<file path="src/rtl/wb_arbiter.sv">
// wb_arbiter -- writeback collector in front of the register file write port.
//
// Four execution-unit result channels push (index, data) pairs into private
// FIFOs. A round-robin arbiter pops at most one FIFO head per cycle and
// presents it as a registered register-file write. An entry accepted at
// edge N can be popped at edge N+1 at the earliest. There is no fall-through.
// Writes to x0 still use their slot, but they leave wrEnable low.
//
// Parameters:
//   DEPTH  entries per channel FIFO (power of two, >= 2)
//   AW     register index width
//   DW     register data width
//
// Ports:
//   clk       system clock, all state on posedge
//   rstN      synchronous active-low reset
//   inValid   per-channel result valid (bit i = channel i)
//   inReady   per-channel accept, high while FIFO i is not full and out of reset
//   inAddr    channel i destination index at [i*AW +: AW]
//   inData    channel i result at [i*DW +: DW]
//   wrEnable  registered register-file write enable
//   wrAddr    registered register-file write index
//   wrData    registered register-file write data
//   grant     registered one-hot of the channel popped last edge, 0 when idle
//   busy      any FIFO non-empty or a write in flight
//
// Optional feature, enabled by defining WB_ARBITER_FWD_EN:
//   fwdAddr   four decode-side read indices, slot j at [j*AW +: AW]
//   fwdHit    slot j matches the write currently presented (never for x0)
//   fwdData   wrData for hitting slots, 0 otherwise
// This lets decode bypass the register file's registered read while the
// same-cycle write is not yet visible there.

module wb_arbiter #(
    parameter int DEPTH = 4,
    parameter int AW    = 5,
    parameter int DW    = 32
) (
    input  logic              clk,
    input  logic              rstN,
    input  logic [3:0]        inValid,
    output logic [3:0]        inReady,
    input  logic [4*AW-1:0]   inAddr,
    input  logic [4*DW-1:0]   inData,
    output logic              wrEnable,
    output logic [AW-1:0]     wrAddr,
    output logic [DW-1:0]     wrData,
    output logic [3:0]        grant,
    output logic              busy
`ifdef WB_ARBITER_FWD_EN
    ,
    input  logic [4*AW-1:0]   fwdAddr,
    output logic [3:0]        fwdHit,
    output logic [4*DW-1:0]   fwdData
`endif
);

    localparam int             PW       = $clog2(DEPTH);
    localparam logic [PW:0]    CNT_FULL = (PW+1)'(DEPTH);
    localparam logic [PW:0]    CNT_ONE  = (PW+1)'(1);
    localparam logic [PW-1:0]  PTR_ONE  = PW'(1);

    // FIFO storage and bookkeeping, one set per channel.
    logic [AW-1:0] memAddr [4][DEPTH];
    logic [DW-1:0] memData [4][DEPTH];
    logic [PW-1:0] wrPtr   [4];
    logic [PW-1:0] rdPtr   [4];
    logic [PW:0]   count   [4];

    logic [3:0]    push;
    logic [3:0]    pop;
    logic [3:0]    request;
    logic [1:0]    rrPtr;
    logic [1:0]    grantIdx;
    logic [1:0]    probe;
    logic          anyReq;
    logic [AW-1:0] headAddr;
    logic [DW-1:0] headData;

    // inReady depends only on occupancy and reset. It never looks at inValid,
    // and a pop does not open the slot until the following cycle.
    always_comb begin
        for (int i = 0; i < 4; i++) begin
            request[i] = (count[i] != '0);
            inReady[i] = (count[i] != CNT_FULL) && rstN;
            push[i]    = inValid[i] && inReady[i];
        end
    end

    // Round-robin search starting at rrPtr: the first non-empty channel wins.
    // NOTE: every always_comb output gets a default before any conditional
    // logic, so no path leaves a value held and no latch is inferred.
    always_comb begin
        anyReq   = 1'b0;
        grantIdx = rrPtr;
        probe    = rrPtr;
        pop      = '0;
        for (int off = 0; off < 4; off++) begin
            probe = rrPtr + 2'(off);
            if (!anyReq && request[probe]) begin
                anyReq   = 1'b1;
                grantIdx = probe;
            end
        end
        if (anyReq) begin
            pop[grantIdx] = 1'b1;
        end
        headAddr = memAddr[grantIdx][rdPtr[grantIdx]];
        headData = memData[grantIdx][rdPtr[grantIdx]];
    end

    // NOTE: FIFO storage has no reset. Entries are only read once the count
    // says they are valid, and clearing the pointers is enough to discard them.
    always_ff @(posedge clk) begin
        for (int i = 0; i < 4; i++) begin
            if (push[i]) begin
                memAddr[i][wrPtr[i]] <= inAddr[i*AW +: AW];
                memData[i][wrPtr[i]] <= inData[i*DW +: DW];
            end
        end
    end

    // NOTE: sequential state uses non-blocking assignments only, so every
    // register samples pre-edge values regardless of statement order.
    always_ff @(posedge clk) begin
        if (!rstN) begin
            for (int i = 0; i < 4; i++) begin
                wrPtr[i] <= '0;
                rdPtr[i] <= '0;
                count[i] <= '0;
            end
            rrPtr    <= '0;
            wrEnable <= 1'b0;
            wrAddr   <= '0;
            wrData   <= '0;
            grant    <= '0;
        end else begin
            for (int i = 0; i < 4; i++) begin
                if (push[i]) begin
                    wrPtr[i] <= wrPtr[i] + PTR_ONE;
                end
                if (pop[i]) begin
                    rdPtr[i] <= rdPtr[i] + PTR_ONE;
                end
                case ({push[i], pop[i]})
                    2'b10:   count[i] <= count[i] + CNT_ONE;
                    2'b01:   count[i] <= count[i] - CNT_ONE;
                    default: count[i] <= count[i];
                endcase
            end

            if (anyReq) begin
                grant    <= 4'b0001 << grantIdx;
                wrAddr   <= headAddr;
                wrData   <= headData;
                // An x0 entry uses its slot but must never reach the register file.
                wrEnable <= (headAddr != '0);
                rrPtr    <= grantIdx + 2'd1;
            end else begin
                // Idle: index and data hold, so only enable and grant drop.
                wrEnable <= 1'b0;
                grant    <= '0;
            end
        end
    end

    assign busy = (|request) || wrEnable;

`ifdef WB_ARBITER_FWD_EN
    always_comb begin
        fwdHit  = '0;
        fwdData = '0;
        for (int j = 0; j < 4; j++) begin
            fwdHit[j] = wrEnable
                     && (wrAddr == fwdAddr[j*AW +: AW])
                     && (fwdAddr[j*AW +: AW] != '0);
            fwdData[j*DW +: DW] = fwdHit[j] ? wrData : '0;
        end
    end
`endif

endmodule

</file>
<file path="config.mk">
export PLATFORM = sky130hd
export DESIGN_NAME = wb_arbiter
export DESIGN_NICKNAME = d
export VERILOG_FILES = /design/src/rtl/wb_arbiter.sv
export SDC_FILE = /design/constraint.sdc
export NUM_CORES = 1
export LEC_CHECK = 0
export BUFFER_PORTS_ARGS = -buffer_cell sky130_fd_sc_hd__buf_2
export CORE_MARGIN = 3
export CORE_UTILIZATION = 35
export CTS_CLUSTER_SIZE = 40
export DETAILED_ROUTE_END_ITERATION = 10
export SYNTH_ARGS = -nofsm -noshare
export SYNTH_HDL_FRONTEND = slang
export SYNTH_SLANG_ARGS = --single-unit
</file>
<file path="constraint.sdc">
create_clock -name clk -period 9.6 [get_ports clk]
set_input_delay 2.88 -clock clk [delete_from_list [all_inputs] [get_ports clk]]
set_output_delay 2.88 -clock clk [all_outputs]
set_load 0.01 [all_outputs]
</file>
# After elaboration in Yosys (flattened, before gate mapping)
# Memories as Yosys holds them, arrays and structs flattened.
# Cells that the tools add are included.
# word_totals
ff_bits	44
ram_bits	620
input_bits	154
word_cells	243
mem_count	5
# mem_list
name	words	width	read_ports	rd_ports_with_merged_regs	wr	line_no	rtl
memData	4	128	1	0	4	65	logic [DW-1:0] memData [4][DEPTH];
memAddr	4	20	1	0	4	64	logic [AW-1:0] memAddr [4][DEPTH];
count	4	3	4	0	4	68	logic [PW:0] count [4];
rdPtr	4	2	5	0	4	67	logic [PW-1:0] rdPtr [4];
wrPtr	4	2	4	0	4	66	logic [PW-1:0] wrPtr [4];
# op_classes
n_addsub	20
order_cmp	15
eq_ne	12
shifts	1
n_mux	129
bitwise	25
n_reduce_logical	31
# ops
cell	count
two-way mux 128 bit	4
demux 32 bit (select 2 bit)	4
two-way mux 32 bit	6
two-way mux 20 bit	4
two-way mux 1 bit	70
binary-select mux 32 bit (select 2 bit)	1
demux 5 bit (select 2 bit)	4
two-way mux 3 bit	12
two-way mux 5 bit	6
two-way mux 2 bit	11
adder 2 x 1 -> 2 bit, second input constant	10
bitwise OR 1 bit	20
logical AND 1 bit	16
>= comparator 3 bit, second input constant	5
< comparator 2 x 3 -> 1 bit, second input constant	5
inverter 2 -> 3 bit	5
adder 3 x 1 -> 3 bit, second input constant	4
< comparator 3 x 1 -> 1 bit, second input constant	4
!= test 3 bit, second input constant	4
nonzero test 3 bit	4
subtractor 3 x 1 -> 3 bit, second input constant	4
binary-select mux 5 bit (select 2 bit)	1
binary-select mux 1 bit (select 2 bit)	4
== test 2 x 1 -> 1 bit, second input constant	4
other kinds (12)	21

# Longest topological paths before layout
# Gate-level depths: netlist (run 1).
# logic_depth
word_depth	25
ltp_mapped	19
mapped_depth_nobuf	16

# Worst setup path after synthesis (run 1)
# OpenSTA, ideal clock, no wires.
# synth_timing
path_kind	input -> output
startpoint	input port rstN
endpoint	output port inReady[0]
arrival_time_ns	3.251
required_ns	6.720
slack_ns	3.469
stages	1
n_path_buf	0
path_cell_list	a21boi_1
# synth_between
elab_chain_cells	1
# synth_lines
element	line_no	rtl
start, declared	40	input logic rstN,
logical AND 1 bit	85	inReady[i] = (count[i] != CNT_FULL) && rstN;
end, declared	42	output logic [3:0] inReady,
# Every way passes these cells.

# Worst setup path after layout (run 1)
# layout_timing
startpoint	input port rstN
endpoint	output port inReady[1]
# Same word-level chain as after synthesis.

==> impl_metrics.toml, run 1 <==
[place]
dpl.hpwl_um = 40950
dp_slack_ns = 2.683
portBuffers = 200
gp_congestion = 0.7380

[power]
power_frac_clock_pct = 22.6
vdd_drop_max_v = 0.0004111
p_switching_mw = 4.164
p_per_area_nw_per_um2 = 353.9
total_leakage_power_nw = 11.08
combPwrFrac_pct = 45.3
p_seq_share_pct = 32.1
sw_frac_of_total_pct = 37.34
p_int_mw = 6.986

[yosys]
synth_top_family_by_area = "multiplexers"
ys_dominant_reg_cell = "edfxtp_1"
synthesis.nets = 1915
synth_edf_count = 620
async_reset_ff_share_pct = 0
ys_top_cells_by_area = "edfxtp_1 (68%), mux2i_1 (7.6%), mux2_2 (5.3%), dfxtp_1 (3.2%), o211ai_1 (3.0%)"
syn_area_um2 = 27260
synth_compound_area_share_pct = 7.400
yosys.area.top_type = "edfxtp_1"
synth_mux_area_share_pct = 12.97
syn_inst = 1731
yosysSeqAreaShare_pct = 71.54
ys_seq_elements = 664
synth-simple-area-share_pct = 4.109
yosys_warnings = 0
synth_area_per_cell_um2 = 15.75
yosysMostFrequentCell = "edfxtp_1"
synth-adder-area-share_pct = 1.377
yosysTopAreaCellShare_pct = 68.31
synth.top_cells.by_count = "edfxtp_1 (620), mux2i_1 (208), nand2_1 (131), mux2_2 (129), o211ai_1 (109)"
synth.distinct_cells = 44
synth-xor-area-share_pct = 0.3535

[cts]
cts_tree = "done"
clock_latency_ns = 0.59
h-tree-depth = 3
cts_hold_buf = 0
cts_resized = 0
cts_sinks = 664
clkTransAtPathRegs_ns = 0.06
clockBufferDepth = 3
cts-root-buf = "clkbuf_16"
numCtsBuffers = 68
postCtsSetupRepairBufs = 0

[flow_run]
cap_viol_max_count = 0

[timing]
finalHoldViolations = 0
timing.fmax_mhz = 144.2
slew_violations = 0
finalSetupTns_ns = 0
setup-violations-final = 0
grt_setup_unrepaired = "no"
fin_crit_ns = 6.934
relSlewSlack_pct = 20.65
worst_slew_pin_slew_ns = 1.190
post-route-worst-setup-slack_ns = 2.666
skew_ns = 0.01585
post-route-period-util_pct = 72.23

[drt]
detail-route-antenna-nets = 0
vias = 15170
drc_errors = 0
post_drt_wl_per_cell_um = 22.88
dr.pass1.iters = 6
routed_wl_um = 69280
avgViaCountPerCell = 5.011
first_iter_violations = 977

[worst_setup_path]
cp_top_family = "buffers and inverters"
crit_start = "rstN"
critical-path-max-stage-delay_ns = 0.55
crit_arrival_ns = 4.05
timing.rr.start = "count[0][2]"
path_depth = 3
rrSetupSlack_ns = 4.62
cp_max_fo = 25
cp-start-kind = "input pin"
cp_common_cell = "buf_2"
path_buf_inv = 2
crit_end = "inReady[1]"
worstPathRequired_ns = 6.72
cpMaxStageDelayCell = "a21boi_1"
cp-end-kind = "output port"
crit_type = "in -> out"
timing.rr.end = "wrData[0]"
reg2reg_depth = 11
cp_cell_sequence = "buf_2 > a21boi_1 > buf_2"

[floorplan]
die_w_um = 285.1
num_rows = 101
dieHeight_um = 285.1
dieArea_um2 = 81260
ioPinCount = 201
initial_utilization_pct = 35.59
core-area_um2 = 76580

[finish]
fin_nets = 2111
fillCellCount = 6985
fin_util_pct = 41.13
drive_above_1_share_pct = 25.03
area_growth_syn_to_layout_pct = 15.58

[status]
status = "finished clean"

[global_route]
antenna_found_initial = 31
use_met1_pct = 21.84
track_usage_pct = 16.85
grt_pass1_wl_um = 101900
grt_max_degree = 138
grt_pass1_vias = 15540
grt.overflow.total = 0
busiest_layer = "met2"
grt.met2_usage_pct = 27.28
use_met3_pct = 5.124

[hold_path]
hold_path_class = "reg -> reg"
min_from = "wrData[21]"
-- power by group through the flow --
stage,combinational [mW],clock [mW],sequential [mW]
global route,5.54,2.70,3.61
global placement,4.96,0,3.63
detailed placement,5.06,0,3.64
floorplan,3.93,0,3.64
CTS,5.09,2.58,3.58
finish,5.05,2.52,3.58
-- placed cells by master (no fill, tap or decap), types with 4 or more instances in the layout --
master and count:
diode_2 16, nand2_1 131, inv_1 25, clkbuf_16 71, inv_2 5, o21ai_1 32, nand2b_1 4, buf_4 27
a21oi_1 67, clkbuf_1 25, mux2_2 128, dfxtp_1 44, xnor2_1 8, edfxtp_1 620, and3_2 17, clkinv_1 10
nor2_1 98, buf_2 200, clkinv_2 8, a21boi_1 41, o211ai_1 109, o21ai_0 6, o211ai_2 20, ha_1 30
mux2i_1 208, and3_1 5
-- worst min path at each step --
| stage | to | slack (ns) | cells after the start |
|---|---|---|---|
| after CTS | wrData[21] | 0.45 | 2 |
| after global placement | wrData[23] | 0.44 | 2 |
| after floorplan | wrAddr[1] | 0.47 | 2 |
| after detailed placement | wrData[21] | 0.44 | 2 |
| after global routing | wrData[11] | 0.46 | 2 |
| final | wrData[21] | 0.44 | 2 |
-- cell type report --
class                           instances  area [µm²]  area share [%]
Clock buffer                           99        1912           6.069
Sequential cell                       664       19500           61.90
Clock inverter                         26       226.5          0.7189
Antenna cell                           16       40.04          0.1271
Timing Repair Buffer                  228        1224           3.884
Multi-Input combinational cell        935        7199           22.85
Tap cell                             1030        1289           4.091
Inverter                               30       112.6          0.3575
-- logic make-up after synthesis --
family | count (synthesis)
mux | 337
simple gates | 268
compound gates | 289
buf+inv | 132
xor+xnor | 11
fa+ha+maj | 30
flops | 664
-- flip-flops by register name, summed over array words and instances (netlist names) --
register  count
wrData       32
wrEnable      1
memAddr      80
wrAddr        5
grant         4
rdPtr         8
wrPtr         8
count        12
memData     512
rrPtr         2
-- worst register-to-register path, delay by kind of cell (launching register included) --
kind | cells | cell delay, ns
flip-flops | 1 | 0.44
buffers and inverters | 3 | 2.28
AO/OA/AOI/OAI | 6 | 1.27
AND/OR/NAND/NOR | 1 | 0.43
multiplexers | 1 | 0.42
-- per-stage QoR --
stage / hold WS [ns] / cells / area [µm²] / power [mW]
3_5_place_dp: 0.4384 / 2887 / 29320 / 8.700
4_1_cts: 0.4466 / 3012 / 31460 / 11.25
5_1_grt: 0.4647 / 3017 / 31470 / 11.84
2_1_floorplan: 0.4750 / 1731 / 27260 / 7.575
3_3_place_gp: 0.4365 / 2887 / 29320 / 8.590
6_report: 0.4444 / 3028 / 31500 / 11.15
-- metal layers --
layer | share of wire (%) | up-vias
li1 | - | 7039
met1 | 43 | 7560
met2 | 47 | 448
met5 | 0.22 | -
met4 | 1.8 | 24
met3 | 7.8 | 103
(Power assumes the default switching activity.)
==> run 2, diff against run 1 <==
Clock period 9.6 ns to 6.61 ns, I/O delays scaled along.
==> run 2 against run 1 <==
Against the previous run:
- sequential share of layout area shrank 0.43 points
- design area rose by 0.71%
- critical path depth is the same
- critical endpoint is now inReady[3]
==> impl_metrics.toml, run 2 (synthesis gave the netlist of run 1 again) <==
[status]
status = "finished clean"

[global_route]
track_usage_pct = 17.14
grt_pass1_wl_um = 103100
antenna_found_initial = 32
use_met3_pct = 4.285
grt.met2_usage_pct = 28.08
grt_pass1_vias = 15490
grt.overflow.total = 0
grt_max_degree = 201
use_met1_pct = 22.28
busiest_layer = "met2"

[floorplan]
dieArea_um2 = 81260
initial_utilization_pct = 35.59
num_rows = 101
core-area_um2 = 76580
ioPinCount = 201
dieHeight_um = 285.1
die_w_um = 285.1

[place]
gp_congestion = 0.7685
dpl.hpwl_um = 41970
dp_slack_ns = 1.436
portBuffers = 200
place_area_um2 = 29320
dp_cells = 2879

[timing]
worst_hold_slack_ns = 0.4504
grt_setup_unrepaired = "no"
finalHoldViolations = 0
fin_crit_ns = 5.196
skew_ns = 0.02927
timing.fmax_mhz = 192.5
post-route-period-util_pct = 78.60
finalSetupTns_ns = 0
worst_slew_pin_slew_ns = 1.109
post-route-worst-setup-slack_ns = 1.414
relSlewSlack_pct = 26.07
slew_violations = 0
setup-violations-final = 0

[cts]
postCtsSetupRepairBufs = 0
clockBufferDepth = 3
numCtsBuffers = 70
cts_hold_buf = 0
cts_sinks = 664
cts_tree = "done"
h-tree-depth = 3
cts_resized = 0
cts-root-buf = "clkbuf_16"
clkTransAtPathRegs_ns = 0.06
clock_latency_ns = 0.61

[worst_setup_path]
cp_cell_sequence = "buf_2 > a21boi_1 > buf_2"
cp_max_fo = 31
cp-end-kind = "output port"
crit_type = "in -> out"
worstPathRequired_ns = 4.63
cpMaxStageDelayCell = "a21boi_1"
critical-path-max-stage-delay_ns = 0.53
cp_common_cell = "buf_2"
cp-start-kind = "input pin"
crit_arrival_ns = 3.21

[power]
power_mw = 16.48
sw_frac_of_total_pct = 36.63
p_seq_share_pct = 31.6
power_frac_clock_pct = 24.3
p_switching_mw = 6.034
combPwrFrac_pct = 44.1
p_int_mw = 10.44
p_per_area_nw_per_um2 = 519.3
total_leakage_power_nw = 11.13
vdd_drop_max_v = 0.0006083

[drt]
routed_wl_um = 70560
drc_errors = 0
avgViaCountPerCell = 5.027
detail-route-antenna-nets = 0
dr.pass1.iters = 5
vias = 15220
first_iter_violations = 1199
post_drt_wl_per_cell_um = 23.30

[finish]
fillCellCount = 7021
final_cell_mix = "edfxtp_1 (620), mux2i_1 (208), buf_2 (200)"
drive_above_1_share_pct = 25.28
fin_cells = 3028
largest_reg_flops = 512
final_area_um2 = 31720
layout_commonest_cell = "edfxtp_1"
fin_util_pct = 41.43
fin_nets = 2105
area_growth_syn_to_layout_pct = 16.39

[flow_run]
cap_viol_max_count = 0

[hold_path]
hold_path_class = "reg -> reg"
## run 2: worst max-delay path: cells and delay by family
family,cells,cell delay (ns)
buffers and inverters,2,0.69
AOI/OAI and AO/OA,1,0.53
## run 2: layout make-up
type	instances	area, µm²	area share (%)
clock buffer	86	1896	5.975
timing repair buffer	220	1189	3.747
clock inverter	43	460.4	1.451
sequential	664	19500	61.46
inverter	30	112.6	0.3550
multi-input combinational	935	7229	22.79
antenna	20	50.05	0.1578
tap	1030	1289	4.062
## run 2: worst paths after layout
| check | slack, ns | cells past startpoint | startpoint | end |
|---|---|---|---|---|
| setup / recovery | 1.41 | 3 | rstN | inReady[3] |
| hold reg to reg | 0.45 | 2 | wrData[22] | wrData[22] |
| hold / removal | 0.45 | 2 | wrData[22] | wrData[22] |
| setup reg to reg | 2.22 | 14 | count[1][1] | count[2][2] |
## run 2: metal layers
metal,wire [µm],vias to the layer above
met5,150,-
met4,1620,26
met3,4582,128
met2,33800,420
met1,30400,7622
li1,-,7026
## run 2: power by group through the flow
stage,combinational (mW),clock (mW),sequential [mW]
global placement,7.16,0,5.29
detailed placement,7.29,0,5.30
CTS,7.33,4.09,5.21
floorplan,5.71,0,5.29
global route,7.94,4.26,5.24
finish,7.26,4.00,5.21
